$ cat config.mk
export PLATFORM = sky130hd
export DESIGN_NAME = pipe_hazard_ctrl
export DESIGN_NICKNAME = d
export VERILOG_FILES = /design/src/rtl/pipe_hazard_ctrl_pkg.sv /design/src/rtl/pipe_hazard_ctrl_fwd_unit.sv /design/src/rtl/pipe_hazard_ctrl.sv
export SDC_FILE = /design/constraint.sdc
export NUM_CORES = 1
export LEC_CHECK = 0
export CORE_MARGIN = 1.5
export CORE_UTILIZATION = 40
export DETAILED_ROUTE_END_ITERATION = 10
export PLACE_DENSITY = 0.73
export SYNTH_ARGS = -nofsm -noshare
export SYNTH_HDL_FRONTEND = slang
export SYNTH_HIERARCHICAL = 1
export SYNTH_SLANG_ARGS = --single-unit
$ cat constraint.sdc
create_clock -name clk_i -period 2.42 [get_ports clk_i]
set_input_delay 0.484 -clock clk_i [delete_from_list [all_inputs] [get_ports clk_i]]
set_output_delay 0.484 -clock clk_i [all_outputs]
set_load 0.05 [all_outputs]
$ cat src/rtl/pipe_hazard_ctrl_pkg.sv
// Shared definitions for the pipeline hazard controller: memory FSM state
// encoding, forwarding select codes, control-field bit positions and a
// register-match helper used by both forwarding and load-use detection.
package pipe_hazard_ctrl_pkg;

  typedef logic [2:0] reg_addr_t;

  // Memory sequencing FSM states
  localparam logic [1:0] ST_RUN      = 2'd0;
  localparam logic [1:0] ST_MEM_WAIT = 2'd1;
  localparam logic [1:0] ST_ERROR    = 2'd2;

  // EX operand source selects
  localparam logic [1:0] FWD_RF    = 2'b00;
  localparam logic [1:0] FWD_EXMEM = 2'b10;
  localparam logic [1:0] FWD_MEMWB = 2'b01;

  // Bit positions inside the pipeline control fields
  localparam int WB_REGWRITE = 1;
  localparam int MEM_READ    = 1;
  localparam int MEM_WRITE   = 0;

  // A producer matches a consumer only for a real (non-zero) register.
  function automatic logic addr_hit(input reg_addr_t dst, input reg_addr_t src);
    return (dst != 3'd0) && (dst == src);
  endfunction

endpackage

$ cat src/rtl/pipe_hazard_ctrl_fwd_unit.sv
// Combinational EX-stage forwarding compare for both ALU operands.
// The EX/MEM producer is younger than MEM/WB, so it wins when both match.
module fwd_unit
  import pipe_hazard_ctrl_pkg::*;
(
  input  logic      exmem_reg_write,
  input  reg_addr_t exmem_dst,
  input  logic      memwb_reg_write,
  input  reg_addr_t memwb_dst,
  input  reg_addr_t src_a,
  input  reg_addr_t src_b,
  output logic [1:0] fwd_a,
  output logic [1:0] fwd_b
);

  function automatic logic [1:0] pick(input reg_addr_t src);
    logic [1:0] sel;
    sel = FWD_RF;
    if (exmem_reg_write && addr_hit(exmem_dst, src)) begin
      sel = FWD_EXMEM;
    end else if (memwb_reg_write && addr_hit(memwb_dst, src)) begin
      sel = FWD_MEMWB;
    end
    return sel;
  endfunction

  // Independent select per operand, same priority rule
  always_comb begin
    fwd_a = pick(src_a);
    fwd_b = pick(src_b);
  end

endmodule

$ cat src/rtl/pipe_hazard_ctrl.sv
// Hazard and sequencing controller for the 5-stage pipeline: forwarding,
// load-use stall, branch flush and a pipeline-wide freeze around a
// variable-latency data memory access with a timeout into a sticky error.
//
// Data memory handshake: dmem_req is a level held high from the cycle after
// the access is seen in MEM until the cycle after dmem_ack; dmem_ack is a
// single-cycle completion pulse and only counts while the request is up
// (MEM_WAIT). An ack in any other state is ignored.
module pipe_hazard_ctrl
  import pipe_hazard_ctrl_pkg::*;
#(
  parameter int MEM_TIMEOUT = 15,
  parameter int CNT_W       = 16
) (
  input  logic             clk_i,
  input  logic             rst_n,
  input  logic [2:0]       id_rs,
  input  logic [2:0]       id_rt,
  input  logic [2:0]       idex_rs,
  input  logic [2:0]       idex_rt,
  input  logic [2:0]       idex_dst,
  input  logic             idex_mem_read,
  input  logic [2:0]       exmem_dst,
  input  logic [1:0]       exmem_wb,
  input  logic [1:0]       exmem_mem,
  input  logic [2:0]       memwb_dst,
  input  logic             memwb_reg_write,
  input  logic             branch_taken,
  input  logic             dmem_ack,
  output logic             pc_we,
  output logic             ifid_we,
  output logic             ifid_flush,
  output logic             idex_bubble,
  output logic             pipe_freeze,
  output logic [1:0]       fwd_a,
  output logic [1:0]       fwd_b,
  output logic             dmem_req,
  output logic             ctrl_error,
  output logic [CNT_W-1:0] stall_cnt,
  output logic [1:0]       dbg_state
);

  localparam int TMO_W = $clog2(MEM_TIMEOUT + 1);

  logic [1:0]       state;
  logic [TMO_W-1:0] tmo_cnt;
  logic             access_done;
  logic             run_q;
  logic             mem_access;
  logic             req_cond;
  logic             lu;
  logic [1:0]       fwd_a_raw;
  logic [1:0]       fwd_b_raw;
  logic             unused_wb0;

  assign unused_wb0 = exmem_wb[0];
  assign dbg_state  = state;

  fwd_unit u_fwd (
    .exmem_reg_write (exmem_wb[WB_REGWRITE]),
    .exmem_dst       (exmem_dst),
    .memwb_reg_write (memwb_reg_write),
    .memwb_dst       (memwb_dst),
    .src_a           (idex_rs),
    .src_b           (idex_rt),
    .fwd_a           (fwd_a_raw),
    .fwd_b           (fwd_b_raw)
  );

  assign mem_access = exmem_mem[MEM_READ] | exmem_mem[MEM_WRITE];
  // An access already completed in this MEM slot must not be re-issued.
  assign req_cond   = run_q && (state == ST_RUN) && mem_access && !access_done;
  assign lu         = idex_mem_read &&
                      (addr_hit(idex_dst, id_rs) || addr_hit(idex_dst, id_rt));

  // Stage enables: freeze > branch > load-use > normal advance
  always_comb begin
    pc_we       = 1'b0;
    ifid_we     = 1'b0;
    ifid_flush  = 1'b0;
    idex_bubble = 1'b0;
    pipe_freeze = 1'b0;
    fwd_a       = FWD_RF;
    fwd_b       = FWD_RF;
    if (run_q) begin
      fwd_a = fwd_a_raw;
      fwd_b = fwd_b_raw;
      if ((state != ST_RUN) || req_cond) begin
        // Freeze starts in the same cycle the access is detected.
        pipe_freeze = 1'b1;
      end else if (branch_taken) begin
        // ID holds a wrong-path instruction, so any load-use there is moot.
        pc_we       = 1'b1;
        ifid_we     = 1'b1;
        ifid_flush  = 1'b1;
        idex_bubble = 1'b1;
      end else if (lu) begin
        idex_bubble = 1'b1;
      end else begin
        pc_we   = 1'b1;
        ifid_we = 1'b1;
      end
    end
  end

  // Memory sequencing FSM, request level, timeout and sticky error
  always_ff @(posedge clk_i) begin
    if (!rst_n) begin
      state       <= ST_RUN;
      dmem_req    <= 1'b0;
      ctrl_error  <= 1'b0;
      access_done <= 1'b0;
      run_q       <= 1'b0;
      tmo_cnt     <= '0;
    end else begin
      run_q <= 1'b1;
      case (state)
        ST_RUN: begin
          if (!pipe_freeze) begin
            access_done <= 1'b0;
          end
          if (req_cond) begin
            state    <= ST_MEM_WAIT;
            dmem_req <= 1'b1;
            tmo_cnt  <= '0;
          end
        end
        ST_MEM_WAIT: begin
          if (dmem_ack) begin
            state       <= ST_RUN;
            dmem_req    <= 1'b0;
            access_done <= 1'b1;
          end else if (tmo_cnt == TMO_W'(MEM_TIMEOUT - 1)) begin
            state      <= ST_ERROR;
            dmem_req   <= 1'b0;
            ctrl_error <= 1'b1;
          end else begin
            tmo_cnt <= tmo_cnt + TMO_W'(1);
          end
        end
        ST_ERROR: begin
          dmem_req   <= 1'b0;
          ctrl_error <= 1'b1;
        end
        default: begin
          state    <= ST_RUN;
          dmem_req <= 1'b0;
        end
      endcase
    end
  end

  // Saturating count of cycles the PC is held, excluding the dead ERROR state
  always_ff @(posedge clk_i) begin
    if (!rst_n) begin
      stall_cnt <= '0;
    end else if (run_q && !pc_we && (state != ST_ERROR) && (stall_cnt != '1)) begin
      stall_cnt <= stall_cnt + CNT_W'(1);
    end
  end

endmodule

==> results of run 1 <==
[area by class of cell]
type,instances,area (um2)
Fill cell,358,1490
Tap cell,50,62.6
Clock buffer,4,55.1
Multi-Input combinational cell,153,1130
Timing Repair Buffer,64,723
Inverter,5,18.8
Sequential cell,26,520
[synthesized netlist by cell type, types with 3 or more instances]
cell | number | share of area [%]
nor2_1 | 29 | 6.6
a21oi_1 | 5 | 1.5
a211oi_1 | 6 | 2.7
inv_1 | 4 | 0.91
nor3_1 | 3 | 0.91
and4_1 | 3 | 1.6
nand3_1 | 10 | 3.0
ha_1 | 3 | 2.3
xnor2_1 | 16 | 8.5
and2_1 | 8 | 3.0
dfxtp_1 | 26 | 31
mux2i_1 | 5 | 3.0
nand4_1 | 4 | 1.5
nand2_1 | 11 | 2.5
clkbuf_1 | 3 | 0.68
xor2_1 | 16 | 8.5
nand2b_1 | 3 | 1.1
[state kept, by name, indices dropped and copies added (netlist names)]
register / flops
stall_cnt: 16
tmo_cnt: 4
dbg_state: 2
access_done: 1
ctrl_error: 1
dmem_req: 1
run_q: 1
[per-layer routing]
layer | GRT usage, % | share of wire, % | up-vias
li1 | - | - | 789
met1 | 21.3 | 44 | 709
met2 | 31.1 | 47 | 46
met3 | 4.50 | 7.8 | 4
met4 | 3.83 | 0.65 | 0
met5 | 0 | 0 | -
[cell usage in the layout (no fill, tap or decap), types with 2 or more instances in the layout]
cell,n
buf_4,5
nand2_1,11
nand4_1,4
and4_1,3
nor2_1,27
clkbuf_8,4
dlygate4sd2_1,6
nor2b_1,2
o31ai_1,2
o21a_1,2
a21oi_2,2
inv_1,4
xor2_1,15
nor3_1,3
ha_1,3
mux2i_1,5
a211oi_1,6
nand2b_1,3
buf_12,10
nor2_2,2
nor3_2,2
nand3_1,10
o21ai_2,2
o31ai_4,2
dfxtp_1,26
a21oi_1,4
clkdlybuf4s50_1,42
a211oi_2,2
xnor2_1,16
and2_1,8
[stage by stage]
stage	area [um2]	hold slack [ns]	cells	util [%]
after floorplan	1660	0.477	190	-
after global placement	2420	0.454	298	60.5
after detailed placement	2420	0.465	298	60.5
after CTS	2490	0.486	302	62.2
after global routing	2510	0.506	302	62.7
final	2510	0.477	302	62.7
[worst register-to-register path, delay by kind of cell (launching register included)]
family / cells / cell delay [ns]
flip-flops: 1 / 0.45
AND/OR/NAND/NOR: 4 / 1.10
multiplexers: 1 / 0.18
AO/OA/AOI/OAI: 1 / 0.13
[report_power, final]
| group | switching [uW] | internal [uW] |
|---|---|---|
| combinational | 153 | 133 |
| clock | 130 | 145 |
| sequential | 11.7 | 437 |
[worst min-delay path by stage]
stage | startpoint | end | slack (ns) | cells past startpoint
2_1_floorplan | access_done | access_done | 0.48 | 2
3_3_place_gp | ctrl_error | ctrl_error | 0.45 | 2
3_5_place_dp | ctrl_error | ctrl_error | 0.47 | 2
4_1_cts | ctrl_error | ctrl_error | 0.49 | 2
5_1_grt | ctrl_error | ctrl_error | 0.51 | 2
6_report | ctrl_error | ctrl_error | 0.48 | 2
[timing repair]
| item | 4_1_cts | 5_1_grt |
|---|---|---|
| endpoints found under the setup margin | 5 | 2 |
| resized for setup | 9 | 4 |
| pin swaps | 3 | 1 |
[cell families (layout without fill, tap and decap cells)]
kind of cell,after synthesis,count (layout),share of synthesized area [%]
AND/OR/NAND/NOR,83,83,28.6
adder cells (fa/ha/maj),3,3,2.27
multiplexers,5,5,3.02
XOR/XNOR,32,32,16.9
AO/OA/AOI/OAI,30,30,14.7
flip-flops,26,26,31.4
buffers and inverters,11,73,3.02
==> run_results.csv, run 1 <==
group,metric,value,unit
worst_setup_path,r2r-start,"stall_cnt[2]",
global_routing,grt_max_degree,19,
power,finalPower,1010,uW
final_layout,finalNetCount,287,
placement,gp_congestion,0.797,
worst_setup_path,critical_path.n_buffers_inverters,2,
sta,rsz0062_at_grt,"yes",
drt,drt_iter0_drc,39,
job,cap_viol_max_count,0,
clock_tree,cts_tree,"built",
synthesis,syn_inst,190,
clock_tree,clock_latency,0.27,ns
floorplan,core-area,0.00400,mm2
worst_setup_path,crit_type,"primary input to output pin",
worst_setup_path,r2r-end,"stall_cnt[15]",
worst_setup_path,crit_path_max_fanout,2,
placement,dp_hpwl,3.12,mm
synthesis,ys_warn_count,6,
floorplan,die_w,67.4,um
sta,fmax,424,MHz
sta,min_period_over_period,97.5,%
drt,dr.pass1.iters,4,
drt,drc,0,
clock_tree,cts.path.max_buffers,2,
sta,fin_ws,0.0599,ns
drt,drt.antenna.violating_nets,0,
worst_setup_path,critPathCapture,"fwd_a[0]",
worst_setup_path,cp-start-kind,"primary input",
drt,finalWirelength,3.99,mm
global_routing,grt.total_usage,17.6,%
clock_tree,cts-hold-fix-buffers,0,
power,max-vdd-ir-drop,0.287,mV
synthesis,syn-num-nets,224,
power,cellPowerDensity,402,mW/mm2
final_layout,area_delta_synth_final,51.4,%
placement,portBuffers,58,
global_routing,grt_overflow,0,
worst_setup_path,regToRegSetupSlack,0.50,ns
sta,finalSetupViolCount,0,
synthesis,postSynthAreaPerCell,8.72,um2
drt,vias_per_cell,5.13,
clock_tree,htreeDepth,1,
worst_setup_path,critPathSlowestCell,"clkdlybuf4s50_1",
floorplan,start_util,41.4,%
clock_tree,numCtsBuffers,3,
synthesis,ys_types,43,
clock_tree,path_clk_slew,0.09,ns
worst_setup_path,path_delay_family,"buffers and inverters",
worst_setup_path,path_cells,"clkdlybuf4s50_1, xor2_1, nor4_4, nor3_1, and2_1, buf_12",
worst_setup_path,worst_ep_arrival_time,1.88,ns
synthesis,synthArstFlopShare,0,%
power,leakage,0.000950,uW
worst_setup_path,cpPeakStageDelay,0.52,ns
floorplan,io_pins,60,
final_layout,diodes,0,
status,status,"complete, no violations",
placement,pre_cts_ws,-0.111,ns
synthesis,synth_top_flop_cell,"dfxtp_1",
drt,routedWlPerCell,13.2,um
drt,vias,1548,
sta,finalCriticalPeriod,2.36,ns
floorplan,num_rows,23,
synthesis,synth_edf_count,0,
global_routing,antenna_found_initial,0,
sta,hold_viol,0,
clock_tree,cts_sinks,26,
worst_setup_path,cp_num_cells,6,
floorplan,die_height,67.4,um
synthesis,mappedNetlistArea,0.00166,mm2
worst_setup_path,crit_start,"idex_rs[2]",
synthesis,ys_ff_latch,26,
global_routing,grt_pass1_vias,1451,
global_routing,grt_pass1_wl,6.26,mm
sta,tns,0,ns
floorplan,die_area,0.00454,mm2
sta,finalMaxSlewViolations,0,
sta,relSlewSlack,63.8,%
sta,worst_slew_pin_slew,0.539,ns
sta,clock_skew,0.00246,ns
synthesis,yosysSeqAreaShare,31.4,%
clock_tree,root_buffer,"clkbuf_8",
clock_tree,cts_setup_buffers,0,
worst_setup_path,reg2reg_depth,6,
worst_setup_path,required,1.94,ns
worst_hold_path,hold_class,"flop to flop",
final_layout,drive_above_1_share,15.5,%
worst_setup_path,end_kind,"output pin",
Note: power is estimated with default switching activity, not from simulation.
==> run 2: changes to the inputs <==
==> constraint.sdc (replaced) <==
create_clock -name clk_i -period 2.42 [get_ports clk_i]
set_input_delay 0.726 -clock clk_i [delete_from_list [all_inputs] [get_ports clk_i]]
set_output_delay 0.726 -clock clk_i [all_outputs]
set_load 0.05 [all_outputs]
==> run 2 against run 1 <==
  * The run now ends with setup timing left
  * Worst hold slack improved by 0.0011 ns
  * Clock skew rose by 0.0053 ns
  * Non-clock buffer count rose by 14
  * Global-route usage rose by 0.27 points
  * Sequential share of layout area fell by 2.0 points
  * Die area did not move
  * Largest cell class unchanged
  * Count of clock-buffer cells in the layout did not move
  * Routed wire length rose by 9.4%
  * Core utilization rose by 6.8 points
  * Sequential power barely moved
  * Cell area rose by 11%
  * First-iteration DRC count fell by 2.6%
==> run_results.csv, run 2 (same netlist as run 1, synthesis figures left out) <==
group,metric,value,unit
power,p_int,752,uW
worst_setup_path,worst_ep_arrival_time,1.79,ns
final_layout,layout_common_cells,"nor2_1 (26), dfxtp_1 (26), clkdlybuf4s50_1 (21)",
worst_setup_path,end_kind,"output pin",
worst_setup_path,crit_type,"primary input to output pin",
final_layout,area_delta_synth_final,67.8,%
clock_tree,path_clk_slew,0.08,ns
placement,gp_congestion,0.761,
final_layout,final_util,69.5,%
global_routing,grt_pass1_vias,1438,
sta,finalSetupViolCount,7,
global_routing,grt_pass1_wl,6.27,mm
drt,vias_per_cell,5.12,
clock_tree,htreeDepth,1,
sta,tns,-0.309,ns
worst_setup_path,path_cells,"buf_8, o31ai_4, nor4_4, nor3_2, and2_4, buf_12",
sta,worst_slew_pin_slew,0.524,ns
worst_setup_path,crit_path_max_fanout,3,
power,switchingPower,320,uW
placement,dp_hpwl,3.01,mm
sta,relSlewSlack,65.0,%
drt,routedWlPerCell,13.8,um
drt,drt.antenna.violating_nets,0,
floorplan,io_pins,60,
sta,fmax,398,MHz
final_layout,diodes,0,
clock_tree,clock_latency,0.27,ns
final_layout,finalNetCount,301,
final_layout,drive_above_1_share,35.7,%
job,cap_viol_max_count,0,
global_routing,antenna_found_initial,0,
worst_setup_path,path_delay_family,"simple AND/OR/NAND/NOR gates",
clock_tree,cts-hold-fix-buffers,0,
clock_tree,numCtsBuffers,3,
placement,portBuffers,58,
floorplan,num_rows,23,
power,comb_power_share,32.2,%
floorplan,die_area,0.00454,mm2
floorplan,die_height,67.4,um
power,leakage,0.00110,uW
sta,hold_viol,0,
final_layout,regMostFlops,"stall_cnt",
sta,rsz0062_at_grt,"yes",
drt,vias,1618,
clock_tree,cts_tree,"built",
floorplan,core-area,0.00400,mm2
worst_setup_path,cpPeakStageDelay,0.35,ns
status,violations,"setup timing",
sta,clock_skew,0.00780,ns
worst_hold_path,hold_class,"flop to flop",
sta,finalCriticalPeriod,2.51,ns
final_layout,largest_register_ffs,16,
drt,drc,0,
drt,dr.pass1.iters,4,
worst_setup_path,critical_path.n_buffers_inverters,2,
worst_setup_path,cp-start-kind,"primary input",
power,switching_share,29.9,%
power,power.share.clock,25.9,%
clock_tree,cts.path.max_buffers,2,
drt,drt_iter0_drc,38,
sta,finalMaxSlewViolations,0,
sta,min_period_over_period,104,%
worst_setup_path,critPathSlowestCell,"o31ai_4",
status,status,"complete, but fails checks",
power,cellPowerDensity,386,mW/mm2
sta,fin_ws,-0.0948,ns
worst_setup_path,required,1.69,ns
clock_tree,root_buffer,"clkbuf_8",
power,max-vdd-ir-drop,0.306,mV
drt,finalWirelength,4.36,mm
global_routing,grt_max_degree,15,
global_routing,grt_overflow,0,
floorplan,die_w,67.4,um
clock_tree,cts_sinks,26,
power,pwr-share-seq,41.9,%
final_layout,fill_cells,302,
global_routing,grt.total_usage,17.8,%
floorplan,start_util,41.4,%
run 2: changes by cell type in the layout (fill, tap and decap cells not counted), moves of 4 or more:
cell / delta
xnor2_2: +4
buf_4: +15
buf_8: +6
clkdlybuf4s50_1: -21
xor2_2: +7
buf_6: +11
xor2_1: -7
xnor2_1: -4
run 2: path summary, 6_finish.rpt:
check,slack (ns),start,depth (start not counted),endpoint
worst max-delay path,-0.09,exmem_dst[0],6,fwd_b[0]
worst min-delay path,0.48,ctrl_error,2,ctrl_error
worst max register to register,0.51,stall_cnt[2],6,stall_cnt[15]
worst min register to register,0.48,ctrl_error,2,ctrl_error
run 2: worst register-to-register path, delay by kind of cell, from the launching register on:
kind / cells / cell delay, ns
AOI/OAI and AO/OA: 1 / 0.12
and+or+nand+nor: 4 / 1.10
muxes: 1 / 0.18
DFF: 1 / 0.44
run 2: what timing repair did:
action	in CTS	in global routing
pin swaps	25	7
cloned	0	0
resized for setup	128	16
endpoints found under the setup margin	21	8
setup buffers	4	1
run 2: per-layer routing:
layer	vias up	share of wire (%)	global-route usage (%)	wire length (um)
met5	-	0	0	0
met4	0	1.1	5.10	46
met3	7	6.2	3.50	269
met2	48	48	31.9	2080
met1	752	45	21.5	1960
li1	811	-	-	-
run 2: power by group through the flow:
stage | clock network, uW | registers (uW) | logic, uW
after floorplan | 0 | 477 | 137
after global placement | 0 | 459 | 296
after detailed placement | 0 | 459 | 300
after CTS | 284 | 450 | 325
after global routing | 303 | 452 | 363
final | 278 | 449 | 345
run 2: area by class of cell:
cell class              count  area, um2  area share, %
flip-flops and latches     26        520           18.7
repair buffers             78        847           30.5
multi-input cells         153       1280           45.9
inverters                   5       18.8          0.675
clock buffers               4       55.1           1.98
well taps                  50       62.6           2.25
run 2: through the flow:
stage          setup slack, ns  total power (uW)  area (um2)  hold slack [ns]  instances
2_1_floorplan          -0.0850               614        1700            0.477        190
6_report               -0.0948              1070        2780            0.478        316
5_1_grt                 -0.132              1120        2780            0.508        316
3_5_place_dp            -0.532               759        2510            0.470        307
4_1_cts                -0.0550              1060        2700            0.489        315
3_3_place_gp            -0.504               755        2510            0.461        307
